## config.mk

```make
export PLATFORM = sky130hd
export DESIGN_NAME = mem_access_unit
export DESIGN_NICKNAME = d
export VERILOG_FILES = /design/src/rtl/mem_access_unit.sv
export SDC_FILE = /design/constraint.sdc
export NUM_CORES = 1
export LEC_CHECK = 0
export CAP_MARGIN = 20
export CORE_MARGIN = 2
export CORE_UTILIZATION = 60
export CTS_CLUSTER_DIAMETER = 30
export DETAILED_ROUTE_END_ITERATION = 7
export DONT_BUFFER_PORTS = 1
export PLACE_DENSITY = 0.76
export RECOVER_POWER = 100
export REMOVE_ABC_BUFFERS = 1
export SETUP_SLACK_MARGIN = 0.4
export SLEW_MARGIN = 20
export SYNTH_ARGS = -nofsm -noshare
export SYNTH_HDL_FRONTEND = slang
export SYNTH_SLANG_ARGS = --single-unit
```

## constraint.sdc

```tcl
create_clock -name i_clk -period 6.46 [get_ports i_clk]
set_input_delay 0 -clock i_clk [delete_from_list [all_inputs] [get_ports i_clk]]
set_output_delay 0 -clock i_clk [all_outputs]
set_load 0.01 [all_outputs]
```

## src/rtl/mem_access_unit.sv

```systemverilog
// mem_access_unit: multi-cycle data-memory access unit between the CPU
// datapath and a variable-latency data memory. Handles byte/half/word
// loads and stores, lane steering, sign/zero extension, alignment and
// funct3 checking, and a bounded wait for memory completion.
module mem_access_unit #(
    parameter int TIMEOUT_CYCLES = 64
) (
    input  logic        i_clk,
    input  logic        i_reset,
    input  logic        i_cpu_req,
    input  logic        i_cpu_we,
    input  logic [31:0] i_cpu_addr,
    input  logic [31:0] i_cpu_wdata,
    input  logic [2:0]  i_cpu_funct3,
    output logic        o_cpu_stall,
    output logic        o_cpu_done,
    output logic [31:0] o_cpu_rdata,
    output logic        o_cpu_err,
    output logic        o_mem_valid,
    output logic        o_mem_we,
    output logic [31:0] o_mem_addr,
    output logic [31:0] o_mem_wdata,
    output logic [3:0]  o_mem_wstrb,
    input  logic        i_mem_ready,
    input  logic [31:0] i_mem_rdata
);

    localparam int CW = $clog2(TIMEOUT_CYCLES + 1);

    typedef enum logic [1:0] {
        ST_IDLE   = 2'd0,
        ST_ACCESS = 2'd1,
        ST_RESP   = 2'd2
    } state_t;

    state_t          r_state;
    state_t          w_next_state;

    logic            r_we;
    logic [31:0]     r_addr;
    logic [2:0]      r_funct3;
    logic [31:0]     r_wdata;
    logic [3:0]      r_wstrb;
    logic            r_err;
    logic [31:0]     r_rdata;
    logic [CW-1:0]   r_tmo_cnt;

    logic            w_req_bad;
    logic            w_tmo_hit;

    // Loads accept LB/LH/LW/LBU/LHU; stores accept SB/SH/SW only.
    function automatic logic f_is_legal(input logic we, input logic [2:0] f3);
        logic ok;
        ok = 1'b0;
        if (we) begin
            case (f3)
                3'b000, 3'b001, 3'b010: ok = 1'b1;
                default:                ok = 1'b0;
            endcase
        end else begin
            case (f3)
                3'b000, 3'b001, 3'b010, 3'b100, 3'b101: ok = 1'b1;
                default:                                ok = 1'b0;
            endcase
        end
        return ok;
    endfunction

    // Size is funct3[1:0]; halves need an even address, words a multiple of four.
    function automatic logic f_is_misaligned(input logic [2:0] f3, input logic [1:0] a);
        logic mis;
        mis = 1'b0;
        case (f3[1:0])
            2'b01:   mis = a[0];
            2'b10:   mis = (a != 2'b00);
            default: mis = 1'b0;
        endcase
        return mis;
    endfunction

    // Byte enables for a store of the given size at byte offset a.
    function automatic logic [3:0] f_store_strb(input logic [2:0] f3, input logic [1:0] a);
        logic [3:0] strb;
        strb = 4'b0000;
        case (f3[1:0])
            2'b00:   strb = 4'b0001 << a;
            2'b01:   strb = 4'b0011 << a;
            2'b10:   strb = 4'b1111;
            default: strb = 4'b0000;
        endcase
        return strb;
    endfunction

    // Replicate the store data so every lane carries it; wstrb picks the lane.
    function automatic logic [31:0] f_store_data(input logic [2:0] f3, input logic [31:0] d);
        logic [31:0] res;
        res = 32'h0000_0000;
        case (f3[1:0])
            2'b00:   res = {4{d[7:0]}};
            2'b01:   res = {2{d[15:0]}};
            2'b10:   res = d;
            default: res = 32'h0000_0000;
        endcase
        return res;
    endfunction

    // Select the addressed byte/half from the read word and extend it.
    function automatic logic [31:0] f_load_format(input logic [2:0] f3, input logic [1:0] a,
                                                  input logic [31:0] w);
        logic [7:0]  b;
        logic [15:0] h;
        logic [31:0] res;
        b   = 8'h00;
        h   = 16'h0000;
        res = 32'h0000_0000;
        case (a)
            2'b00:   b = w[7:0];
            2'b01:   b = w[15:8];
            2'b10:   b = w[23:16];
            default: b = w[31:24];
        endcase
        if (a[1]) begin
            h = w[31:16];
        end else begin
            h = w[15:0];
        end
        case (f3)
            3'b000:  res = {{24{b[7]}}, b};
            3'b001:  res = {{16{h[15]}}, h};
            3'b010:  res = w;
            3'b100:  res = {24'h00_0000, b};
            3'b101:  res = {16'h0000, h};
            default: res = 32'h0000_0000;
        endcase
        return res;
    endfunction

    assign w_req_bad = !f_is_legal(i_cpu_we, i_cpu_funct3) ||
                       f_is_misaligned(i_cpu_funct3, i_cpu_addr[1:0]);
    assign w_tmo_hit = (r_tmo_cnt == CW'(TIMEOUT_CYCLES - 1));

    // State register.
    always_ff @(posedge i_clk or posedge i_reset) begin
        if (i_reset) begin
            r_state <= ST_IDLE;
        end else begin
            r_state <= w_next_state;
        end
    end

    // Next-state logic: bad requests skip memory, ACCESS ends on ready or timeout.
    always_comb begin
        w_next_state = r_state;
        case (r_state)
            ST_IDLE: begin
                if (i_cpu_req) begin
                    if (w_req_bad) begin
                        w_next_state = ST_RESP;
                    end else begin
                        w_next_state = ST_ACCESS;
                    end
                end else begin
                    w_next_state = ST_IDLE;
                end
            end
            ST_ACCESS: begin
                if (i_mem_ready || w_tmo_hit) begin
                    w_next_state = ST_RESP;
                end else begin
                    w_next_state = ST_ACCESS;
                end
            end
            ST_RESP: w_next_state = ST_IDLE;
            default: w_next_state = ST_IDLE;
        endcase
    end

    // Request latch, load-data capture, error flag and saturating timeout counter.
    always_ff @(posedge i_clk or posedge i_reset) begin
        if (i_reset) begin
            r_we      <= 1'b0;
            r_addr    <= 32'h0000_0000;
            r_funct3  <= 3'b000;
            r_wdata   <= 32'h0000_0000;
            r_wstrb   <= 4'b0000;
            r_err     <= 1'b0;
            r_rdata   <= 32'h0000_0000;
            r_tmo_cnt <= '0;
        end else begin
            case (r_state)
                ST_IDLE: begin
                    if (i_cpu_req) begin
                        r_we      <= i_cpu_we;
                        r_addr    <= i_cpu_addr;
                        r_funct3  <= i_cpu_funct3;
                        r_wdata   <= i_cpu_we ? f_store_data(i_cpu_funct3, i_cpu_wdata) : 32'h0000_0000;
                        r_wstrb   <= i_cpu_we ? f_store_strb(i_cpu_funct3, i_cpu_addr[1:0]) : 4'b0000;
                        r_err     <= w_req_bad;
                        r_rdata   <= 32'h0000_0000;
                        r_tmo_cnt <= '0;
                    end
                end
                ST_ACCESS: begin
                    if (i_mem_ready) begin
                        r_rdata <= r_we ? 32'h0000_0000 : f_load_format(r_funct3, r_addr[1:0], i_mem_rdata);
                        r_err   <= 1'b0;
                    end else if (w_tmo_hit) begin
                        r_err   <= 1'b1;
                    end
                    if (r_tmo_cnt != CW'(TIMEOUT_CYCLES)) begin
                        r_tmo_cnt <= r_tmo_cnt + CW'(1);
                    end
                end
                ST_RESP: begin
                    r_tmo_cnt <= r_tmo_cnt;
                end
                default: begin
                    r_err <= 1'b0;
                end
            endcase
        end
    end

    // Outputs decoded from state and latched request; memory fields are zero outside ACCESS.
    always_comb begin
        o_cpu_stall = 1'b0;
        o_cpu_done  = 1'b0;
        o_cpu_err   = 1'b0;
        o_cpu_rdata = 32'h0000_0000;
        o_mem_valid = 1'b0;
        o_mem_we    = 1'b0;
        o_mem_addr  = 32'h0000_0000;
        o_mem_wdata = 32'h0000_0000;
        o_mem_wstrb = 4'b0000;
        case (r_state)
            ST_IDLE: begin
                o_cpu_stall = i_cpu_req;
            end
            ST_ACCESS: begin
                o_cpu_stall = 1'b1;
                o_mem_valid = 1'b1;
                o_mem_we    = r_we;
                o_mem_addr  = {r_addr[31:2], 2'b00};
                o_mem_wdata = r_wdata;
                o_mem_wstrb = r_wstrb;
            end
            ST_RESP: begin
                o_cpu_done = 1'b1;
                o_cpu_err  = r_err;
                if (r_err) begin
                    o_cpu_rdata = 32'h0000_0000;
                end else begin
                    o_cpu_rdata = r_rdata;
                end
            end
            default: begin
                o_cpu_stall = 1'b0;
            end
        endcase
    end

endmodule

```

### Word level (Yosys, flattened, before mapping)

Index checks and enable logic that the tools add are counted.
Widths: inputs -> output; s select.

| cells by class | value |
|---|---|
| add/subtract/negate cells | 1 |
| equality and inequality tests | 20 |
| shift-type cells | 2 |
| muxes and demuxes | 36 |
| bitwise logic cells | 1 |
| reductions and logical operators | 16 |

Operators by type and width:

| operator | count |
|---|---|
| $mux 32 | 8 |
| $pmux 32 s5 | 1 |
| $pmux 32 s3 | 1 |
| $pmux 32 s2 | 1 |
| $pmux 8 s3 | 1 |
| $mux 16 | 1 |
| $mux 7 | 2 |
| $pmux 7 s2 | 1 |
| $eq 3x3->1 const B | 4 |
| $pmux 4 s3 | 1 |
| $mux 1 | 10 |
| $reduce_and 3->1 | 3 |
| $mux 4 | 2 |
| $add 7x1->7 const B | 1 |
| $eq 7x6->1 const B | 1 |
| $ne 7x7->1 const B | 1 |
| $eq 2x1->1 const B | 3 |
| $eq 2x2->1 const B | 3 |
| $eq 3x1->1 const B | 2 |
| $eq 3x2->1 const B | 2 |
| $logic_not 2->1 | 3 |
| $logic_not 3->1 | 2 |
| $mux 2 | 3 |
| $ne 2x2->1 const B | 3 |
| other kinds (13) | 16 |

| word-level totals | value |
|---|---|
| bits in registers | 114 |
| input bits | 104 |
| output and inout port bits | 105 |
| logic and storage cells | 85 |

### Depth between registers and ports, before layout

| logic depth | value |
|---|---|
| depth after elaboration | 9 |
| mapped depth | 7 |
| depth with buffers taken out | 6 |

### Worst setup path after synthesis

No wires, ideal clock.

| path | value |
|---|---|
| path kind | register to register |
| from | register r_funct3[2] |
| to | register r_rdata[16] |
| setup time | 0.064 ns |
| arrival | 1.612 ns |
| data required time | 6.396 ns |
| path slack | 4.784 ns |
| cell stages (with the launch flop) | 7 |
| path buffers | 2 |
| clock period less this slack | 1.676 ns |
| cell sequence | dfrtp_1 -> buf_6 -> or3_1 -> a2bb2oi_2 -> a211oi_4 -> buf_6 -> a221o_2 |

| between the ends | value |
|---|---|
| word-level cells in the longest chain between the ends | 5 |
| elaborated cells between the ends (all ways) | 9 |
| classes of those cells | eq/ne (4); mux (4); reduce/logical (1) |

RTL lines:

| element | RTL line | source |
|---|---|---|
| from (decl) | 41 | `logic [2:0] r_funct3;` |
| from (signal assigned) | 195 | `r_funct3 <= i_cpu_funct3;` |
| $eq 3x3->1 (tied with other cells) | 127 | `case (f3)` |
| $pmux 32 s5 (*) | 127 |  |
| $mux 32 (*) | 205 | `r_rdata <= r_we ? 32'h0000_0000 : f_load_format(r_funct3, r_addr[1:0], i_mem_rdata);` |
| $mux 32 (*) | 204 | `if (i_mem_ready) begin` |
| $pmux 32 s2 (*) | 190 | `case (r_state)` |
| to (signal assigned) | 205 |  |
| to (decl) | 45 | `logic [31:0] r_rdata;` |

Every way passes the cells marked *; elsewhere a longest branch is shown, timed or not. The select of a mux whose other input is x is not followed.
A chain may end at the register's enable or synchronous reset.

### Final worst setup path

| path | value |
|---|---|
| from | register r_state[0] |
| to | register r_rdata[28] |

| between the ends | value |
|---|---|
| word-level cells in the longest chain between the ends | 3 |
| elaborated cells between the ends (all ways) | 7 |
| classes of those cells | eq/ne (3); mux (1); reduce/logical (3) |

RTL lines:

| element | RTL line | source |
|---|---|---|
| from (decl) | 36 | `state_t r_state;` |
| from (signal assigned) | 147 | `r_state <= w_next_state;` |
| $eq 2x1->1 / $logic_not 2->1 (equally long branches) | 190 |  |
| $ne 2x2->1 (no line) / $reduce_bool 2->1 (equally long branches) | n/a |  |
| $reduce_and 3->1 (no line) | n/a |  |

Several ways; a longest one is shown, not always the timed one.

==> impl_metrics.toml <==
[grt]
antenna_found_initial = 1
grt-ovfl-total = 0
grt_pass1_wl_mm = 29.7
grt_max_degree = 75
grt_pass1_vias = 5727
grtUsageTotal_pct = 34.6

[power_and_ir_drop]
p_leak_nw = 3.50
p_total_mw = 2.57
power_density_nw_per_um2 = 331
vdd_drop_max_mv = 0.190

[clock_tree]
root_buffer = "clkbuf_8"
clockBufferDepth = 2
clk_latency_ns = 0.52
clkSinkCount = 114
cts.clk_slew.worst_paths_ns = 0.06
cts_tree = "done"
numCtsBuffers = 17
h-tree-depth = 4
post_cts_buffers = 0

[synthesis]
synthTopCellsByCount = "nand2_1 (131), dfrtp_1 (114), and2_1 (100)"
synthFlopType = "dfrtp_1"
ys_types = 55
synthMostInstantiatedCell = "nand2_1"
synthAdderAreaFrac_pct = 1.25
ys_top_cells_by_area = "dfrtp_1 (47%), and2_1 (10%), nand2_1 (8.2%), a221o_1 (4.0%), a221o_2 (3.0%)"
yosysTopAreaCell = "dfrtp_1"
syn_area_sq_um = 6020
synth_top_family_by_area = "simple AND/OR/NAND/NOR gates"
synth-xor-area-share_pct = 0.582
syn_avg_cell_area_sq_um = 9.54
synthSimpleGateAreaFrac_pct = 25.2
synth_edf_count = 0
synth_compound_area_share_pct = 17.3
synthCells = 631
yosys_warnings = 0
ys_seq_elements = 114
ys_seq_area_share_pct = 47.4
netlist.area_leader.share_pct = 47.4
synthArstFlopShare_pct = 100
synthMuxAreaShare_pct = 3.18

[place]
place_area_sq_um = 6010
port_buffers = 0
dpl.hpwl_mm = 10.2
routabilityCongestion = 0.846
placedCellCount = 725

[timing]
tightest_slew_ns = 2.63
tns_ns = 0
finalSetupViolCount = 0
drv_slew = 194
finClkSkew_ns = 0.00487
max_freq_mhz = 243
min_period_over_period_pct = 63.7
slew_headroom_pct = -75.2
rsz0062_at_grt = "false"
hold_viol = 0
fin_crit_ns = 4.11

[cells_and_area]
stdcell_area_sq_um = 7750
register_area_sq_um = 2850
layout.nets = 837
post-route-util_pct = 79.3
layout-drive-gt1-share_pct = 9.05
syn_to_final_growth_pct = 28.7
fill_cells = 629
instances_no_fill = 874
multi_input_comb_area_sq_um = 2870

[worst_setup_path]
crit_type = "reg2reg"
crit_path_end_kind = "flop"
crit_required_ns = 6.91
critPathLaunchType = "flop"
arrival_ns = 4.56
worstPathMaxFanout = 74

[routing]
final_antenna_net_count = 0
drtPass1Iterations = 6
drt_wl_total_mm = 18.3
drc = 0
wl_per_cell_um = 20.9
vias = 5396
drtIter0Drc = 396
via_per_inst = 6.17

[die]
row_count = 36
io_pins = 209
die_x_um = 104
initial_core_util_pct = 61.6
core_sq_um = 9770
die_area_sq_um = 10800
die_height_um = 104

[status]
outcome = "finished, violations left"
violations = "capacitance limit, slew limit"

[flow_run]
max_cap_violations = 4

[hold_path]
hp-class = "in2reg"
[cell families after synthesis]
kind of cell / count (synthesis)
buffers and inverters: 64
adders and majority gates: 6
DFF: 114
muxes: 18
AOI/OAI and AO/OA: 121
and+or+nand+nor: 303
other: 1
xor gates and xnor gates: 4
[final timing paths]
path | slack, ns | depth (start not counted) | to | from
min in group asynchronous | 0.43 | 2 | r_rdata[30] | i_reset
setup reg to reg | 2.35 | 6 | r_rdata[28] | r_state[0]
hold / removal | 0.02 | 4 | r_tmo_cnt[6] | i_cpu_req
hold reg to reg | 0.47 | 2 | r_addr[11] | r_addr[11]
max in group asynchronous | 4.38 | 3 | r_rdata[15] | i_reset
setup / recovery | 2.35 | 6 | r_rdata[28] | r_state[0]
[stage by stage]
step | setup slack, ns | hold slack [ns]
after global placement | 4.05 | -0.0429
after floorplan | 2.71 | 0.105
after global routing | 1.93 | 0.0298
final | 2.35 | 0.0173
after CTS | 3.32 | 0.0155
after detailed placement | 3.87 | -0.0375
[worst max-delay path, stage by stage, from the launching register on]
cell and delay, ns:
dfrtp_1 0.52, nand2b_1 0.17, clkinv_1 0.08, clkbuf_1 1.85, nand2_1 0.36, a211oi_4 0.81, a221o_2 0.24
[area by class of cell]
| cell class | count | share of cell area, % |
|---|---|---|
| inverters | 18 | 0.888 |
| well taps | 133 | 2.15 |
| clock buffers | 23 | 6.02 |
| repair buffers | 122 | 15.4 |
| diodes | 1 | 0.0323 |
| multi-input cells | 454 | 37.0 |
| flip-flops and latches | 114 | 36.8 |
| clock inverters | 9 | 1.66 |
[state kept, by name, summed over array words and instances (netlist names)]
name       count
r_we           1
r_tmo_cnt      7
r_state        2
r_err          1
r_wdata       32
r_funct3       3
r_addr        32
r_wstrb        4
r_rdata       32
[cell usage in the layout, fill, tap and decap left out, types with 14 or more instances in the layout]
cell type      netlist  layout
nand2_1            131     131
a221o_2             16      16
and2_0               0      99
a221o_1             24      24
o21ai_0             17      19
inv_1               18      16
nor2_1              30      30
a221oi_1            16      16
dfrtp_1            114     114
dlygate4sd3_1        0     116
nor2b_1             14      14
clkbuf_16            0      16
[what timing repair did]
item | CTS | global route
gates resized for setup | 0 | 0
endpoints found under the hold margin | 150 | 0
hold buffers | 116 | 0
[routing by layer]
metal	track usage (%)	wire length [um]	vias up
met5	0	0	-
met4	15.6	645	0
met3	9.84	1350	79
met2	58.9	9330	293
met1	40.6	6930	2636
li1	-	-	2388
[report_power, final]
part	internal, mW	switching (mW)
registers	0.865	0.136
logic	0.264	0.359
clock network	0.616	0.325
Note: power is estimated with default switching activity, not from simulation.
